[config.mk]
export PLATFORM = sky130hd
export DESIGN_NAME = alu
export DESIGN_NICKNAME = d
export VERILOG_FILES = /design/src/rtl/alu.sv
export SDC_FILE = /design/constraint.sdc
export NUM_CORES = 1
export LEC_CHECK = 0
export CORE_MARGIN = 2
export CORE_UTILIZATION = 41
export DETAILED_ROUTE_END_ITERATION = 10
export PLACE_DENSITY = 0.69
export SYNTH_ARGS = -nofsm -noshare
export SYNTH_HDL_FRONTEND = slang
export SYNTH_SLANG_ARGS = --single-unit
[constraint.sdc]
create_clock -name I_CLK -period 6.1 [get_ports I_CLK]
set_clock_uncertainty 0.1 [all_clocks]
set_input_delay 1.83 -clock I_CLK [delete_from_list [all_inputs] [get_ports I_CLK]]
set_output_delay 1.83 -clock I_CLK [all_outputs]
set_load 0.03 [all_outputs]
[src/rtl/alu.sv]
// rtl/alu.sv - CompactRISC16 ALU with registered result and status flags
//
// Ports:
//   I_CLK    clock, all state updates on the rising edge
//   I_RESET  asynchronous active-high reset, clears O_dest and flags
//   I_op1    operand 1 (Rdest value)
//   I_op2    operand 2 (Rsrc value or immediate)
//   Opcode   operation select
//   O_dest   registered result, one cycle after the operands are sampled
//   flags    registered status {C, L, F, Z, N}

module alu #(
    parameter int WIDTH = 16
) (
    input  logic             I_CLK,
    input  logic             I_RESET,
    input  logic [WIDTH-1:0] I_op1,
    input  logic [WIDTH-1:0] I_op2,
    input  logic [3:0]       Opcode,
    output logic [WIDTH-1:0] O_dest,
    output logic [4:0]       flags
);

    localparam int FLAG_C = 4;
    localparam int FLAG_L = 3;
    localparam int FLAG_F = 2;
    localparam int FLAG_Z = 1;
    localparam int FLAG_N = 0;

    typedef enum logic [3:0] {
        OP_ADD  = 4'h0,
        OP_ADDU = 4'h1,
        OP_ADDC = 4'h2,
        OP_SUB  = 4'h3,
        OP_SUBC = 4'h4,
        OP_CMP  = 4'h5,
        OP_AND  = 4'h6,
        OP_OR   = 4'h7,
        OP_XOR  = 4'h8,
        OP_NOT  = 4'h9,
        OP_LSH  = 4'hA,
        OP_ASHU = 4'hB,
        OP_MOV  = 4'hC,
        OP_LUI  = 4'hD,
        OP_MUL  = 4'hE,
        OP_RSVD = 4'hF
    } opcode_t;

    // Carry-in comes from the registered flag, so an ADDC/SUBC following
    // a flag-setting op sees the value committed on the previous edge.
    logic             carry_in;
    logic [WIDTH:0]   add_sum;
    logic [WIDTH:0]   sub_diff;
    logic             add_ovf;
    logic             sub_ovf;

    // Shift amount: op2 is signed; negative means shift right by |op2|.
    logic             shift_right;
    logic [WIDTH-1:0] shift_mag;
    logic             shift_big;
    logic [3:0]       shift_amt;
    logic [WIDTH-1:0] lsh_result;
    logic [WIDTH-1:0] ashu_result;

    logic [WIDTH-1:0] mul_result;
    logic [WIDTH-1:0] next_dest;
    logic [4:0]       next_flags;

    always_comb begin
        carry_in = 1'b0;
        if (Opcode == OP_ADDC || Opcode == OP_SUBC) begin
            carry_in = flags[FLAG_C];
        end
    end

    // 17-bit arithmetic: bit 16 is carry-out for adds and borrow for
    // subtracts (a negative difference wraps with bit 16 set).
    assign add_sum  = {1'b0, I_op1} + {1'b0, I_op2} + {{WIDTH{1'b0}}, carry_in};
    assign sub_diff = {1'b0, I_op1} - {1'b0, I_op2} - {{WIDTH{1'b0}}, carry_in};

    assign add_ovf = (I_op1[WIDTH-1] == I_op2[WIDTH-1]) &&
                     (add_sum[WIDTH-1] != I_op1[WIDTH-1]);
    assign sub_ovf = (I_op1[WIDTH-1] != I_op2[WIDTH-1]) &&
                     (sub_diff[WIDTH-1] != I_op1[WIDTH-1]);

    assign shift_right = I_op2[WIDTH-1];
    assign shift_mag   = shift_right ? (~I_op2 + 1'b1) : I_op2;
    // 0x8000 negates to itself, which still lands in the >=16 bucket.
    assign shift_big   = |shift_mag[WIDTH-1:4];
    assign shift_amt   = shift_mag[3:0];

    always_comb begin
        lsh_result  = '0;
        ashu_result = '0;
        if (!shift_right) begin
            if (!shift_big) begin
                lsh_result  = I_op1 << shift_amt;
                ashu_result = I_op1 << shift_amt;
            end
        end else begin
            if (shift_big) begin
                lsh_result  = '0;
                ashu_result = {WIDTH{I_op1[WIDTH-1]}};
            end else begin
                lsh_result  = I_op1 >> shift_amt;
                ashu_result = WIDTH'($signed(I_op1) >>> shift_amt);
            end
        end
    end

    assign mul_result = I_op1 * I_op2;

    always_comb begin
        next_dest  = '0;
        next_flags = flags;
        case (Opcode)
            OP_ADD, OP_ADDC: begin
                next_dest          = add_sum[WIDTH-1:0];
                next_flags[FLAG_C] = add_sum[WIDTH];
                next_flags[FLAG_F] = add_ovf;
            end
            OP_ADDU: next_dest = add_sum[WIDTH-1:0];
            OP_SUB, OP_SUBC: begin
                next_dest          = sub_diff[WIDTH-1:0];
                next_flags[FLAG_C] = sub_diff[WIDTH];
                next_flags[FLAG_F] = sub_ovf;
            end
            OP_CMP: begin
                next_dest          = sub_diff[WIDTH-1:0];
                next_flags[FLAG_Z] = (I_op1 == I_op2);
                next_flags[FLAG_L] = (I_op1 < I_op2);
                next_flags[FLAG_N] = ($signed(I_op1) < $signed(I_op2));
            end
            OP_AND:  next_dest = I_op1 & I_op2;
            OP_OR:   next_dest = I_op1 | I_op2;
            OP_XOR:  next_dest = I_op1 ^ I_op2;
            OP_NOT:  next_dest = ~I_op1;
            OP_LSH:  next_dest = lsh_result;
            OP_ASHU: next_dest = ashu_result;
            OP_MOV:  next_dest = I_op2;
            OP_LUI:  next_dest = {I_op2[7:0], 8'h00};
            OP_MUL:  next_dest = mul_result;
            default: next_dest = '0;
        endcase
    end

    always_ff @(posedge I_CLK or posedge I_RESET) begin
        if (I_RESET) begin
            O_dest <= '0;
            flags  <= '0;
        end else begin
            O_dest <= next_dest;
            flags  <= next_flags;
        end
    end

endmodule

After elaboration in Yosys (flattened, before gate mapping)
Cells that the tools add are included.
Storage, ports and cells
  bits in registers: 21
  bits of input ports: 38
  word-level logic and storage cells: 58
  output and inout port bits: 21
Cells by class
  magnitude comparators: 2
  mux-type cells: 10
  shift-type cells: 3
  reduce and logical (&&, ||, !) cells: 10
  bitwise operators: 5
  $mul: 1
  equal/unequal tests: 19
  $add $sub $neg: 5
Operators with widths (number)
  $pmux W16 S11: 1
  $mux W16: 6
  $lt A16 B16 Y1: 2
  $not A16 Y16: 2
  $eq A4 B4 Y1 const B: 7
  $add A16 B16 Y17: 1
  $add A17 B1 Y17: 1
  $sub A16 B16 Y17: 1
  $sub A17 B1 Y17: 1
  $add A16 B1 Y16 const B: 1
  $and A16 B16 Y16: 1
  $eq A16 B16 Y1: 1
  $eq A4 B3 Y1 const B: 4
  $mul A16 B16 Y16: 1
  $or A16 B16 Y16: 1
  $shl A16 B4 Y16: 1
  $shr A16 B4 Y16: 1
  $sshr A16 B4 Y16: 1
  $xor A16 B16 Y16: 1
  $reduce_or A12 Y1: 1
  $eq A4 B2 Y1 const B: 2
  $reduce_or A3 Y1: 2
  $eq A4 B1 Y1 const B: 1
  $logic_not A4 Y1: 1
  other kinds (8): 13

Longest topological paths before layout
Gate-level depths: netlist (run 1).
  depth after elaboration: 7
  gate-level depth with buffers: 23
  mapped depth without buffers: 21

Worst setup path after synthesis (run 1)
Ideal clock, no wire load.
  path kind: input-to-reg
  start: input port I_op2[4]
  end: register O_dest[13]
  stages: 20
  slack: -1.291 ns
  data required time: 5.855 ns
  setup time: 0.145 ns
  arrival: 7.146 ns
  cell sequence: buf_6 inv_1 clkbuf_1 nor2_1 fa_1 inv_1 fa_1 fa_1 fa_1 inv_1 fa_1 inv_1 fa_1 inv_1 ha_1 and3_1 a2111oi_0 xnor2_1 a2111oi_0 o31ai_2
Between the ends
  word-level cells in the longest chain between the ends: 7
RTL lines
  from (decl): RTL line 18  | input logic [WIDTH-1:0] I_op2,
  parallel branches: the longest is 6 deep, another holds $mul A16 B16 Y16
  $pmux W16 S11 (*): RTL line 116  | case (Opcode)
  net next_dest[13]: RTL line 66  | logic [WIDTH-1:0] next_dest;
  to (signal assigned): RTL line 152  | O_dest <= next_dest;
  to (decl): RTL line 20  | output logic [WIDTH-1:0] O_dest,
Mark *: on every way through the listed nets, which the timed path passes.
A chain may end at the register's enable or synchronous reset.

Final worst setup path (run 1)
  start: input port I_op1[7]
  end: register O_dest[14]
Between the ends
  word-level cells in the longest chain between the ends: 4
RTL lines
  from (decl): RTL line 17  | input logic [WIDTH-1:0] I_op1,
  parallel branches: the longest is 3 deep, another holds $mul A16 B16 Y16
  $pmux W16 S11 (*): RTL line 116
  net next_dest[14]: RTL line 66
Marked as above.

==> out/qor.txt, run 1 <==
Clock Latency Late Sink: 260 ps
Rel. slew slack: 0.4527
Sink Count: 21
Final worst slack: -659.6 ps
Final min period: 6760 ps
DIE AREA: 0.02567 mm²
Tightest Pin Transition: 820.0 ps
Comb pwr share: 0.930
RSZ-0062 raised after global routing: yes
Synth top area share: 0.1660
Synth area leaders: fa_1 17%, ha_1 16%, inv_1 6.2%, nand2_1 5.3%, dfrtp_1 5.3%
GRT Total Usage: 0.3298
R2R Path End: O_dest[15]
Max-capacitance violation count: 0
Worst setup EP type: register
Final hold vios: 0
Internal power: 2.418 mW
Post-DRT Antenna Nets: 0
Seq/Total Area, Yosys: 0.05251
FF+latch count, synth: 21
Clk buf depth: 2
Run status: complete, but fails checks
Via/cell ratio: 6.107
R2r startpoint: flags[4]
Most common cell in the netlist: inv_1
Reg2Reg Setup Slack: 2330 ps
DRC: 0
Number of distinct library cells after synthesis: 76
Num CTS Buffers: 3
Failing checks: setup timing
# rows: 57
Hold buffers post-CTS: 0
Worst Hold Launch: flags[0]
CP Data Arrival Time: 6780 ps
Largest family of logic cells by synthesized area: adder cells
Setup Viol. Count Final: 9
Period utilization: 1.108
WP data required: 6120 ps
Core Box Area: 0.02411 mm²
Crit path max fanout: 5
Proportion of layout cells with a drive suffix above 1: 0.2851
Wirelength per Cell: 23.66 µm
CTS clk-pin slew, worst paths: 60 ps
Dpl hpwl: 34280 µm
I/O pin total: 59
Final Util: 0.5564
Syn_area_per_cell: 7.710 µm²
Initial Util: 0.4151
Pin count of the biggest net entering global routing: 34
Switching Share: 0.4995
Htree depth: 1
Post-synthesis adder-cell area fraction: 0.3298
Simple-gate share of the synthesized area: 0.1914
First drt pass iteration count: 5
Startpoint class of the critical path: primary input
Net Count, Synth: 1550
Pwr per Cell Area: 360.2 mW/mm²
Mux cell area share after synthesis: 0.07627
Worst r2r path cells: 14
Final wirelength: 43510 µm
FMAX: 147.9 MHz
Synthesized instance count: 1298
Antenna fix cells: 0
First-pass GRT wire length: 65570 µm
Smallest hold slack: 383.4 ps
Via count: 11230
TritonCTS clock tree: yes
Die width: 160.2 µm
Ys async rst share: 1.000
Final #Nets: 1768
Dpl cells: 1792
TNS Setup: -3876 ps
Synth Area in XOR/XNOR: 0.05776
Flop pwr share: 0.040
DIE HEIGHT: 160.2 µm
CTS root buf: clkbuf_16
Dominant synthesized flop cell: dfrtp_1
Worst Hold End: flags[0]
Gpl congestion: 0.9635
# port buffers: 58
Most frequent cells after synthesis: 166 x inv_1, 141 x nand2_1, 132 x nor2_1
Initial antenna violation count: 0
Initial DRC count: 1166
Overflow after GRT: 0
Max-slew violations: 0
Dominant cell type by area after synthesis: fa_1
Finished Layout Cells: 1839
Switching pwr: 2.413 mW
Clock Power Share: 0.030
Maximum VDD drop: 0.4150 mV
Min-Delay Path Depth: 2
EDFF count, synth: 0
Worst Hold Class: reg2reg
Number of global-route vias before repair: 11106
Ys Warns: 0
Pleak: 6.046 nW
Compound-Gate Fraction of Synth Area: 0.1944
Netlist Area Pre-Place: 0.01001 mm²
Critical setup path kind: in2reg
Area grow syn2layout: 34.02%
[through the flow]
stage          power [mW]  instance area [µm²]  setup WS, ps
6_report            4.831                13410        -659.6
5_1_grt             5.126                13410        -769.6
4_1_cts             4.201                13060        -728.4
3_5_place_dp        3.554                12300         -1458
3_3_place_gp        3.507                12300         -1345
2_1_floorplan       2.441                10250        -637.5
[layer usage]
metal | global-route usage | vias to the layer above | routed length [µm]
li1 | - | 4935 | -
met1 | 0.4468 | 5466 | 17530
met2 | 0.5092 | 691 | 19040
met3 | 0.05506 | 138 | 4245
met4 | 0.1654 | 0 | 2694
met5 | 0 | - | 0
[state kept, by name (all words and copies together), names as in the netlist]
name	count
O_dest	16
flags	5
[critical path, stage by stage]
cell      delay [ps]
buf_8            110
buf_6            120
inv_4             60
nor2_2            40
fa_1             520
inv_2             40
fa_1             530
fa_1             460
fa_1             540
inv_2             40
fa_1             490
inv_2             50
fa_1             490
inv_2             50
ha_4             250
buf_6            130
o21ai_4           60
o31ai_4          100
nor4_2           270
nor3_1            80
xor2_1           180
a22oi_1          200
o211ai_1         130
[worst max-delay path by stage]
stage / slack (ps) / to / from / cells past startpoint
floorplan: -640 / O_dest[13] / I_op2[4] / 21
global placement: -1350 / O_dest[13] / I_op2[3] / 19
detailed placement: -1460 / O_dest[13] / I_op2[3] / 19
CTS: -730 / O_dest[14] / I_op1[6] / 22
global route: -770 / O_dest[14] / I_op1[7] / 22
finish: -660 / O_dest[14] / I_op1[7] / 23
[layout make-up]
class / count / area (µm²)
clock buffers: 3 / 75.07
clock inverters: 1 / 5.005
fillers: 2180 / 10690
inverters: 174 / 701.9
multi-input cells: 1027 / 9195
flip-flops and latches: 21 / 525.5
well taps: 324 / 405.4
repair buffers: 289 / 2504
[cell families (layout without fill, tap and decap cells)]
group | after synthesis | in the layout
and+or+nand+nor | 418 | 418
AOI/OAI and AO/OA | 281 | 281
buffers and inverters | 250 | 467
adders and majority gates | 214 | 214
xor gates and xnor gates | 66 | 66
muxes | 48 | 48
DFF | 21 | 21
[placed cells by master, fill, tap and decap left out, types with 8 or more instances in the layout]
cell type          n
mux2i_1           19
nand2b_1          11
inv_1            137
fa_1              78
ha_1             109
buf_4            192
nor4_1             8
nor2_2            12
xnor2_1           41
o21bai_1           8
a31oi_1           18
or3_1              8
clkdlybuf4s50_1   33
dfrtp_1           21
nor3_1            29
and3_1             8
ha_4              17
nor2b_1            9
a22oi_1           10
xor2_1            18
mux4_2            22
o211ai_1          18
nand4_1            8
buf_6             36
inv_2             27
a21oi_1           47
a21o_1             9
o22ai_1            9
o21ai_0           40
buf_2              9
nor2_1           118
a211oi_1          15
a221oi_1          15
o31ai_1            9
nand2_1          129
nand3_1           27
[power by group through the flow]
| stage | sequential, mW | combinational (mW) | clock (mW) |
|---|---|---|---|
| CTS | 0.193 | 3.87 | 0.143 |
| detailed placement | 0.196 | 3.36 | 0 |
| global placement | 0.195 | 3.31 | 0 |
| global route | 0.198 | 4.77 | 0.154 |
| finish | 0.194 | 4.49 | 0.144 |
| floorplan | 0.269 | 2.17 | 0 |
[repair_timing]
item | in CTS | in global routing
setup buffers | 37 | 12
endpoints found under the setup margin | 11 | 11
pin swaps | 59 | 47
gates resized for setup | 191 | 91
No activity file was read; power rests on OpenSTA's default activity.
==> run 2, diff against run 1 <==
--- a/config.mk
+++ b/config.mk
@@ -8,7 +8,7 @@
 export CORE_MARGIN = 2
 export CORE_UTILIZATION = 41
 export DETAILED_ROUTE_END_ITERATION = 10
-export PLACE_DENSITY = 0.69
+export PLACE_DENSITY = 0.59
 export SYNTH_ARGS = -nofsm -noshare
 export SYNTH_HDL_FRONTEND = slang
 export SYNTH_SLANG_ARGS = --single-unit
==> run 2 against run 1 <==
Effect of this change:
- the run still ends with setup timing left
- largest power group unchanged
- non-clock buffer count increased by 8
- largest cell class unchanged
- sequential cell count did not move
- setup slack improved by 64 ps
- hold slack lost 5.5 ps
- sequential share of layout area barely moved
- maximum frequency up 0.95%
- cell count grew 0.49%
- die area stayed put
==> out/qor.txt, run 2 (synthesized netlist as in run 1, its figures left out) <==
Grt met2 use: 0.5199
Final #Nets: 1776
Final Util: 0.5607
Area grow syn2layout: 35.06%
Most common cell after layout, fill and taps aside: buf_4
Finished Layout Cells: 1848
Num CTS Buffers: 3
CP max-delay cell: fa_1
# port buffers: 58
Total chip power: 4.572 mW
CTS clk-pin slew, worst paths: 70 ps
Initial DRC count: 830
CP Data Arrival Time: 6770 ps
Gpl congestion: 0.9609
Global-route track usage on met1: 0.4696
TritonCTS clock tree: yes
CTS root buf: clkbuf_16
Pleak: 6.043 nW
Initial antenna violation count: 1
Critical setup path kind: in2reg
Dpl hpwl: 35480 µm
First-pass GRT wire length: 67250 µm
WP buf/inv: 7
Htree depth: 1
Area post-placement: 0.01238 mm²
RSZ-0062 raised after global routing: yes
DIE AREA: 0.02567 mm²
Dpl cells: 1799
Worst Hold Launch: flags[3]
Met3 Use GR: 0.07221
GRT Total Usage: 0.3446
Final wirelength: 44160 µm
DRC: 0
Core Box Area: 0.02411 mm²
# rows: 57
Critical path, cell by cell: buf_6, buf_8, inv_8, buf_6, nor2_4, fa_1, fa_1, ha_2, fa_1, inv_1, fa_1, fa_1, inv_2, ha_4, or3_4, o21ai_2, buf_4, o31ai_4, nor4_2, nor3_1, xor2_1, a22oi_1, o211ai_1
Maximum VDD drop: 0.4473 mV
Commonest non-fill, non-tap cells in the layout: 201 x buf_4, 129 x nand2_1, 124 x inv_1
Smallest hold slack: 378.0 ps
Clk buf depth: 2
Number of global-route vias before repair: 11048
Run status: complete, but fails checks
WP data required: 6170 ps
Worst setup EP type: register
Crit-path leading delay family: adder cells
Startpoint class of the critical path: primary input
Max-slew violations: 0
Hold buffers post-CTS: 0
Wirelength per Cell: 23.90 µm
Via/cell ratio: 5.946
Setup Viol. Count Final: 9
Clock Latency Late Sink: 260 ps
First drt pass iteration count: 5
Worst Hold Class: reg2reg
FMAX: 149.3 MHz
Worst path most repeated cell: fa_1
Proportion of layout cells with a drive suffix above 1: 0.3040
Via count: 10988
Pwr per Cell Area: 338.3 mW/mm²
Die width: 160.2 µm
Rel. slew slack: 0.4392
Final Instance Area: 0.01352 mm²
Biggest register: O_dest
Final min period: 6696 ps
Flip-flop count of the largest register after layout: 16
Final hold vios: 0
Crit path max fanout: 4
Tightest Pin Transition: 840.3 ps
Overflow after GRT: 0
Max-capacitance violation count: 0
Sink Count: 21
Pin count of the biggest net entering global routing: 35
Period utilization: 1.098
Critical path startpoint: I_op2[2]
CP peak stage delay: 530 ps
Initial Util: 0.4151
GR peak layer: met2
DIE HEIGHT: 160.2 µm
Failing checks: setup timing
Post-DRT Antenna Nets: 0
Final worst slack: -595.9 ps
I/O pin total: 59
Largest regs: O_dest: 16 flops, flags: 5 flops
R2r startpoint: flags[4]
==> run 2: metrics by stage <==
| stage | setup WS, ps | TNS [ps] |
|---|---|---|
| after global routing | -726.5 | -4952 |
| after global placement | -1522 | -13230 |
| final | -595.9 | -3652 |
| after detailed placement | -1521 | -13340 |
| after CTS | -692.8 | -3978 |
| after floorplan | -637.5 | -2598 |
==> run 2: worst min-delay path: stages, from the launching register on <==
cell and delay [ps]:
dfrtp_1 340, nand2_1 50, o31ai_1 50
==> run 2: path summary, 6_finish.rpt <==
kind                              end  slack (ps)  depth (start not counted)
setup / recovery           O_dest[14]        -600                         23
hold / removal               flags[3]         380                          2
setup reg to reg           O_dest[15]        2370                         13
hold reg to reg              flags[3]         380                          2
max in group asynchronous    flags[2]        3420                          2
min in group asynchronous    flags[4]        1950                          2
==> run 2: timing repair <==
action | 4_1_cts | 5_1_grt
pin swaps | 86 | 62
endpoints found under the setup margin | 11 | 11
gates resized for setup | 248 | 90
setup buffers | 32 | 17
==> run 2: layout make-up <==
type	instances	area (µm²)
clock inverters	1	5.005
multi-input cells	1027	9186
clock buffers	3	75.07
fillers	2313	10590
repair buffers	297	2581
well taps	324	405.4
diodes	1	2.502
inverters	174	734.5
flip-flops and latches	21	525.5
==> run 2: power by group <==
group	total [mW]	internal, mW	switching, mW
clock network	0.144	0.0882	0.0553
registers	0.195	0.176	0.0184
logic	4.23	2.05	2.18
==> run 2: routing by layer <==
metal	wire length (µm)	share of wire
met1	18170	0.41
met2	18900	0.43
met3	4580	0.10
met4	2512	0.057
met5	0	0
==> run 3, diff against run 2 <==
--- a/config.mk
+++ b/config.mk
@@ -5,6 +5,7 @@
 export SDC_FILE = /design/constraint.sdc
 export NUM_CORES = 1
 export LEC_CHECK = 0
+export CAP_MARGIN = 10
 export CORE_MARGIN = 2
 export CORE_UTILIZATION = 41
 export DETAILED_ROUTE_END_ITERATION = 10
==> results of run 3 <==
The final DEF is identical to that of run 2; final timing and power are the same.
